## config.mk

```make
export PLATFORM = sky130hd
export DESIGN_NAME = count_seq_ctrl
export DESIGN_NICKNAME = d
export VERILOG_FILES = /design/src/rtl/count_seq_ctrl.sv
export SDC_FILE = /design/constraint.sdc
export NUM_CORES = 1
export LEC_CHECK = 0
export CORE_UTILIZATION = 40
export CTS_CLUSTER_SIZE = 10
export DETAILED_ROUTE_END_ITERATION = 16
export SYNTH_ARGS = -nofsm -noshare
export SYNTH_HDL_FRONTEND = slang
export SYNTH_SLANG_ARGS = --single-unit
```

## constraint.sdc

```tcl
create_clock -name clock -period 4.7 [get_ports clock]
set_clock_uncertainty 0.15 [all_clocks]
set_input_delay 0.705 -clock clock [delete_from_list [all_inputs] [get_ports clock]]
set_output_delay 0.705 -clock clock [all_outputs]
set_load 0.05 [all_outputs]
```

## src/rtl/count_seq_ctrl.sv

```systemverilog
// rtl/count_seq_ctrl.sv - sequencer driving an external up/down counter between a floor and a ceiling
module count_seq_ctrl #(
    parameter int WIDTH = 4
) (
    input  logic             clock,
    input  logic             reset,
    input  logic             start,
    input  logic             abort,
    input  logic [WIDTH-1:0] cfg_lo,
    input  logic [WIDTH-1:0] cfg_hi,
    input  logic [WIDTH-1:0] cfg_reps,
    input  logic [WIDTH-1:0] count,
    output logic [WIDTH-1:0] din,
    output logic             load,
    output logic             up_down,
    output logic             ctr_reset,
    output logic             busy,
    output logic             done,
    output logic             cfg_err,
    output logic             err
);
    typedef enum logic [2:0] {IDLE, CLR, LOAD, UP, DOWN, DONE, ERR} state_t;

    state_t           state;
    logic [WIDTH-1:0] lo, hi, reps, shadow;
    logic [WIDTH-1:0] shadow_inc, shadow_dec, reps_dec;
    logic             cfg_ok, start_ok, mismatch;

    assign shadow_inc = shadow + WIDTH'(1);
    assign shadow_dec = shadow - WIDTH'(1);
    assign reps_dec   = reps - WIDTH'(1);
    assign cfg_ok     = (cfg_lo < cfg_hi) && (cfg_reps != '0);
    assign start_ok   = start && !abort;
    assign mismatch   = (count != shadow);

    // Shadow tracks the value the counter must hold in the current cycle;
    // the counter lags the registered controls by one edge.
    always_ff @(posedge clock or negedge reset) begin
        if (!reset) begin
            state     <= IDLE;
            lo        <= '0;
            hi        <= '0;
            reps      <= '0;
            shadow    <= '0;
            din       <= '0;
            load      <= 1'b0;
            up_down   <= 1'b0;
            ctr_reset <= 1'b0;
            busy      <= 1'b0;
            done      <= 1'b0;
            cfg_err   <= 1'b0;
            err       <= 1'b0;
        end else begin
            din       <= '0;
            load      <= 1'b0;
            up_down   <= 1'b0;
            ctr_reset <= 1'b0;
            busy      <= 1'b0;
            done      <= 1'b0;
            cfg_err   <= 1'b0;
            case (state)
                IDLE, ERR: begin
                    if (start_ok) begin
                        err <= 1'b0;
                        if (cfg_ok) begin
                            lo        <= cfg_lo;
                            hi        <= cfg_hi;
                            reps      <= cfg_reps;
                            state     <= CLR;
                            ctr_reset <= 1'b1;
                            busy      <= 1'b1;
                        end else begin
                            cfg_err <= 1'b1;
                            state   <= IDLE;
                        end
                    end else if (state == ERR) begin
                        ctr_reset <= 1'b1;
                    end
                end
                CLR: begin
                    if (abort) begin
                        state     <= IDLE;
                        ctr_reset <= 1'b1;
                    end else begin
                        state <= LOAD;
                        load  <= 1'b1;
                        din   <= lo;
                        busy  <= 1'b1;
                    end
                end
                LOAD: begin
                    if (abort) begin
                        state     <= IDLE;
                        ctr_reset <= 1'b1;
                    end else begin
                        shadow  <= lo;
                        state   <= UP;
                        up_down <= 1'b1;
                        busy    <= 1'b1;
                    end
                end
                UP: begin
                    if (abort) begin
                        state     <= IDLE;
                        ctr_reset <= 1'b1;
                    end else if (mismatch) begin
                        state     <= ERR;
                        err       <= 1'b1;
                        ctr_reset <= 1'b1;
                    end else begin
                        shadow <= shadow_inc;
                        busy   <= 1'b1;
                        if (shadow_inc == hi) begin
                            state <= DOWN;
                        end else begin
                            up_down <= 1'b1;
                        end
                    end
                end
                DOWN: begin
                    if (abort) begin
                        state     <= IDLE;
                        ctr_reset <= 1'b1;
                    end else if (mismatch) begin
                        state     <= ERR;
                        err       <= 1'b1;
                        ctr_reset <= 1'b1;
                    end else begin
                        shadow <= shadow_dec;
                        busy   <= 1'b1;
                        if (shadow_dec == lo) begin
                            reps <= reps_dec;
                            if (reps_dec != '0) begin
                                state   <= UP;
                                up_down <= 1'b1;
                            end else begin
                                state <= DONE;
                                busy  <= 1'b0;
                                done  <= 1'b1;
                            end
                        end
                    end
                end
                DONE: begin
                    if (abort) begin
                        state     <= IDLE;
                        ctr_reset <= 1'b1;
                    end else if (mismatch) begin
                        state     <= ERR;
                        err       <= 1'b1;
                        ctr_reset <= 1'b1;
                    end else begin
                        state <= IDLE;
                    end
                end
                default: state <= IDLE;
            endcase
        end
    end
endmodule
```

-- Word-level counts from Yosys, hierarchy flattened
Index checks and enable logic that the tools add are counted.
- $lt $le $gt $ge: 1
- $add $sub $neg: 3
- mux-type cells: 64
- reduce and logical (&&, ||, !) cells: 17
- equality and inequality tests: 21
- operators with widths (operator ; count):
    two-way mux 4 bit ; 12
    two-way mux 1 bit ; 33
    two-way mux 3 bit ; 10
    != test 2 bit (second input constant) ; 9
    case mux 3 bit (6 select lines) ; 1
    case mux 4 bit (3 select lines) ; 1
    AND reduction 6 bit ; 2
    equality test 3 bit (second input constant) ; 3
    equality test 4 bit ; 2
    != test 4 bit (second input constant) ; 2
    case mux 4 bit (2 select lines) ; 1
    nonzero test 4 bit ; 2
    subtractor 4 x 1 -> 4 bit (second input constant) ; 2
    equality test 3 x 2 -> 1 bit (second input constant) ; 2
    case mux 1 bit (3 select lines) ; 2
    AND reduction 3 bit ; 2
    adder 4 x 1 -> 4 bit (second input constant) ; 1
    less-than comparator 4 bit ; 1
    two-way mux 2 bit ; 2
    != test 4 bit ; 1
    case mux 1 bit (4 select lines) ; 1
    AND reduction 4 bit ; 1
    nonzero test 2 bit ; 2
    OR reduction 2 bit ; 2
    other kinds (8) ; 9
- output and inout bits: 11
- bits of input ports: 20
- word-level logic and storage cells: 119
- register bits: 30

-- Logic depth before layout (Yosys ltp)
Gate-level depths: netlist of the first run.
- depth after elaboration: 7
- depth in mapped cells: 9
- gate-level depth less buffers: 8

-- Least setup slack after synthesis of the first run
Ideal clock, no wire load.
- path type: input -> register
- start: input port cfg_hi[1]
- end: register hi[3]
- setup time: 0.125 ns
- stages: 7
- buffers on the path: 1
- data arrival time: 2.109 ns
- setup slack: 2.316 ns
- data required time: 4.425 ns
- path through: inv_1 > ha_1 > a211oi_1 > o21ai_1 > nor2_2 > buf_4 > mux2_2
- longest elaborated chain between the ends: 3
- ends and longest elaborated chain (item ; RTL line ; source):
    from (decl) ; 10 ; input logic [WIDTH-1:0] cfg_hi,
    less-than comparator 4 bit ; 32 ; assign cfg_ok = (cfg_lo < cfg_hi) && (cfg_reps != '0);
    logical AND 1 bit ; 32 ;
    AND reduction 3 bit (no source line) ; -- ;
    to (signal assigned) ; 67 ; hi <= cfg_hi;
    to (decl) ; 25 ; logic [WIDTH-1:0] lo, hi, reps, shadow;
Every way passes these cells.
A chain may end at the register's enable or synchronous reset.

-- Worst setup path after layout of the first run
- start: input port cfg_hi[1]
- end: register hi[0]
Same word-level chain as after synthesis.

==> results of run 1 <==
[where the power goes]
part	leakage, nW	total (mW)	internal (mW)	switching, mW
Clock	0.0575	0.249	0.148	0.101
Combinational	0.534	0.698	0.324	0.374
Sequential	0.383	0.503	0.355	0.148
[cells in the mapped netlist, types with 2 or more instances]
library cell and n:
o31ai_1 4, or3_1 2, a31oi_1 2, xor2_1 4
o21ai_1 3, nand2_1 11, buf_4 2, nor3_1 6
xnor2_1 11, nor4_1 5, nand3_1 2, ha_1 7
a21oi_1 7, o221ai_1 2, o21ai_0 13, clkbuf_1 5
a211oi_1 3, nand2b_1 7, o22ai_1 2, nor3_2 2
dfrtp_1 30, a21o_1 3, o21a_1 2, and2_1 5
mux2_2 8, nor2_1 18, inv_1 12, nor2b_1 2
[through the flow]
| step | worst slack [ns] | instance area [sq um] | util [%] | instances |
|---|---|---|---|---|
| finish | 1.59 | 2370 | 52.6 | 286 |
| global route | 1.45 | 2370 | 52.6 | 286 |
| CTS | 1.57 | 2370 | 52.6 | 286 |
| detailed placement | 1.28 | 2260 | 50.2 | 278 |
| global placement | 1.32 | 2260 | 50.2 | 278 |
| floorplan | 2.32 | 1940 | - | 204 |
[layout make-up]
| class | count | area share (%) |
|---|---|---|
| well taps | 52 | 2.75 |
| multi-input cells | 153 | 46.0 |
| clock buffers | 8 | 4.65 |
| inverters | 12 | 1.90 |
| repair buffers | 31 | 13.0 |
| flip-flops and latches | 30 | 31.7 |
[critical path, cell delays in order]
cell,delay [ns]
clkdlybuf4s50_1,0.47
inv_1,0.04
ha_1,0.26
a211oi_1,0.38
o21ai_1,0.24
nor2_2,0.61
mux2_2,0.41
[registers in the layout, summed over array words and instances (netlist names)]
signal     cells
busy           1
cfg_err        1
ctr_reset      1
din            4
done           1
err            1
hi             4
lo             4
load           1
reps           4
shadow         4
state          3
up_down        1
[per-layer routing]
| metal | vias up | track usage [%] | share of wire [%] |
|---|---|---|---|
| met5 | - | 0 | 0 |
| met4 | 0 | 8.50 | 2.3 |
| met3 | 8 | 3.52 | 4.1 |
| met2 | 50 | 28.8 | 44 |
| met1 | 742 | 28.1 | 50 |
| li1 | 791 | - | - |
[logic make-up after synthesis]
logic type / synth area share (%)
compound gates: 20.7
simple gates: 18.4
mux: 4.65
flops: 38.8
buf+inv: 4.91
fa+ha+maj: 4.52
xor+xnor: 8.01
[worst min path at each step]
stage / from / endpoint / slack (ns) / cells past startpoint
floorplan: reset / busy / 0.26 / 0
global placement: err / err / 0.36 / 1
detailed placement: err / err / 0.35 / 1
CTS: err / err / 0.38 / 1
global route: err / err / 0.40 / 1
finish: err / err / 0.37 / 1
==> qor.yml, run 1 <==
worstSetupPathType: "in -> reg"
critPathLaunchType: "input pin"
maxSlewViolCount: 0
yosysTopAreaCell: "dfrtp_1"
syn_area_per_cell_sq_um: 9.49
drive_above_1_share_pct: 11.1
htreeDepth: 2
r2r_end: "hi[0]"
cts_tree: "yes"
grt_pass1_vias: 1548
num_io_pins: 31
syn_area_sq_um: 1940
fin_hold_ws_ns: 0.367
crit_end: "hi[0]"
synth_area_leaders: "dfrtp_1 39%, xnor2_1 5.0%, mux2_2 4.7%"
outcome: "finished, final reports clean"
clock_path_buffers: 2
die_h_um: 71.6
r2r_setup_slack_ns: 2.12
grt_overflow: 0
seqCellArea_sq_um: 751
tns_ns: 0
gp_congestion: 0.883
vdd_ir_drop_max_v: 0.000292
drtIter0Drc: 85
syn-instance-count: 204
drc: 0
n_fill_cell: 406
wirelength_um: 4450
post-dp-hpwl_um: 3220
period_share_pct: 66.1
timing.fmax_mhz: 322
synthArstFlopShare_pct: 100
clkSinkCount: 30
p_per_area_nw_per_um2: 612
track_usage_pct: 19.5
relSlewSlack_pct: 41.1
core_area_sq_um: 4500
hold_buffers: 0
setup_violations: 0
rsz0062_at_grt: "no"
total_power_mw: 1.45
antenna_cells: 0
end_kind: "register"
min_period_ns: 3.11
die_area_sq_um: 5120
synth_edf_count: 0
crit_start: "cfg_hi[1]"
drt-pass1-iter-count: 4
wl_per_cell_um: 15.6
via_per_inst: 5.56
grt_pass1_wl_um: 7650
cts_resized: 0
critPathRequiredTime_ns: 4.72
reg2reg_from: "state[1]"
maxCapViolCount: 0
die_w_um: 71.6
vias: 1591
synth_fp_nets: 231
initial_core_util_pct: 43.0
hold_viol: 0
cts_inserted_buffers: 5
antenna_left: 0
antenna_found_initial: 0
ys_types: 52
multi_input_area_sq_um: 1090
hold_class: "reg -> reg"
rows: 24
p_leak_nw: 0.974
cts-root-buf: "clkbuf_8"
synth-main-ff-cell: "dfrtp_1"
cts.clk_slew.worst_paths_ns: 0.06
critPathArrivalTime_ns: 3.12
final_cell_mix: "30 x dfrtp_1, 30 x clkdlybuf4s50_1, 18 x nor2_1, 13 x o21ai_0, 12 x inv_1"
yosysWarnings: 0
ff2ff_path_depth: 4
yosys_register_bits: 30
clock_latency_ns: 0.29
synthToLayoutAreaGrowth_pct: 22.4
crit_fanout: 15
yosysSeqAreaShare_pct: 38.8
worst_pin_slew_ns: 0.875
portBuffers: 30
synth_top_cell_area_share_pct: 38.8
nets: 260
post-cts-setup-buffers: 0
grt_max_degree: 31
Note: power is estimated with default switching activity, not from simulation.
==> run 2, diff against run 1 <==
==> constraint.sdc (replaced) <==
create_clock -name clock -period 2.6 [get_ports clock]
set_clock_uncertainty 0.15 [all_clocks]
set_input_delay 0.39 -clock clock [delete_from_list [all_inputs] [get_ports clock]]
set_output_delay 0.39 -clock clock [all_outputs]
set_load 0.05 [all_outputs]
==> qor.yml, run 2 (synthesis results as in run 1) <==
portBuffers: 30
initial_core_util_pct: 43.0
via_per_inst: 5.49
final_cell_mix: "30 x clkdlybuf4s50_1, 29 x dfrtp_1, 18 x nor2_1, 16 x buf_4, 13 x o21ai_0"
antenna_cells: 0
outcome: "finished, final reports clean"
rsz0062_at_grt: "no"
p_leak_nw: 1.06
crit_fanout: 7
p_per_area_nw_per_um2: 1130
ff2ff_path_depth: 8
nets: 275
dp.cells: 293
critPathBufInv: 1
cts.clk_slew.worst_paths_ns: 0.07
clock_path_buffers: 2
wl_per_cell_um: 15.1
cts_tree: "yes"
critPathArrivalTime_ns: 2.42
grt_overflow: 0
critPathRequiredTime_ns: 2.62
crit_family: "compound AO/OA/AOI/OAI gates"
htreeDepth: 2
cts_resized: 0
clkSinkCount: 30
antenna_left: 0
drive_above_1_share_pct: 16.9
die_area_sq_um: 5120
post-cts-setup-buffers: 0
end_kind: "register"
die_w_um: 71.6
hold_class: "in -> async"
antenna_found_initial: 0
critPathLaunchType: "register"
grt_pass1_vias: 1546
timing.fmax_mhz: 416
synthToLayoutAreaGrowth_pct: 29.9
finalNonFillerCells: 301
drt-pass1-iter-count: 4
worst_pin_slew_ns: 0.547
slowest_delay_ns: 0.44
n_fill_cell: 416
gp_congestion: 0.885
worstSetupPathType: "reg -> reg"
setup_violations: 0
fin_hold_ws_ns: 0.356
worst-path-stages: 8
post-dp-hpwl_um: 3490
cp_slowest_cell: "dfrtp_2"
grt_pass1_wl_um: 7650
vias: 1652
path_cells: "inv_1, ha_1, xor3_1, nor3_2, nand2_1, o31ai_2, a21boi_1, a221o_1"
rows: 24
maxCapViolCount: 0
core_area_sq_um: 4500
period_share_pct: 92.5
cts-root-buf: "clkbuf_8"
mostFrequentLayoutCell: "clkdlybuf4s50_1"
vdd_ir_drop_max_v: 0.000723
drc: 0
min_period_ns: 2.40
die_h_um: 71.6
total_power_mw: 2.84
cts_inserted_buffers: 5
wirelength_um: 4550
hold_viol: 0
track_usage_pct: 19.8
clock_latency_ns: 0.28
tns_ns: 0
hold_buffers: 0
grt_max_degree: 31
num_io_pins: 31
drtIter0Drc: 100
relSlewSlack_pct: 63.5
maxSlewViolCount: 0
-- run 2: routing by layer --
metal	global-route usage, %	vias to the layer above	share of wire, %
li1	-	827	-
met1	28.4	779	50
met2	29.7	42	45
met3	3.94	4	4.0
met4	7.41	0	0.92
met5	0	-	0
-- run 2: final timing paths --
kind / slack (ns) / to / start
worst min register to register: 0.37 / err / err
min in group clock: 0.37 / err / err
worst min-delay path: 0.36 / shadow[1] / reset
max in group asynchronous: 1.64 / shadow[0] / reset
worst max-delay path: 0.20 / reps[3] / shadow[0]
worst max register to register: 0.20 / reps[3] / shadow[0]
-- run 2: layout make-up --
class / instances / area (sq um) / area share, %
Multi-Input combinational cell: 153 / 1090 / 43.4
Sequential cell: 30 / 752 / 29.9
Timing Repair Buffer: 46 / 420 / 16.7
Clock buffer: 6 / 82.6 / 3.28
Tap cell: 52 / 65.1 / 2.59
Clock inverter: 2 / 60.1 / 2.39
Inverter: 12 / 45.0 / 1.79
-- run 2: through the flow --
| step | setup WS, ns | instance area, sq um | utilization (%) |
|---|---|---|---|
| 2_1_floorplan | 0.370 | 1940 | - |
| 3_3_place_gp | 0.128 | 2370 | 52.7 |
| 3_5_place_dp | 0.0857 | 2370 | 52.7 |
| 4_1_cts | 0.144 | 2510 | 55.8 |
| 5_1_grt | 0.0316 | 2520 | 55.9 |
| 6_report | 0.196 | 2520 | 55.9 |
-- run 2: power by group --
part / switching [mW] / internal (mW)
logic: 0.727 / 0.645
registers: 0.238 / 0.644
clock network: 0.183 / 0.409
total: 1.15 / 1.70
-- run 2: worst register-to-register path, stage by stage (launching register included) --
cell and delay [ns]:
dfrtp_2 0.44, inv_1 0.06, ha_1 0.24, xor3_1 0.37
nor3_2 0.23, nand2_1 0.19, o31ai_2 0.25, a21boi_1 0.10
a221o_1 0.26
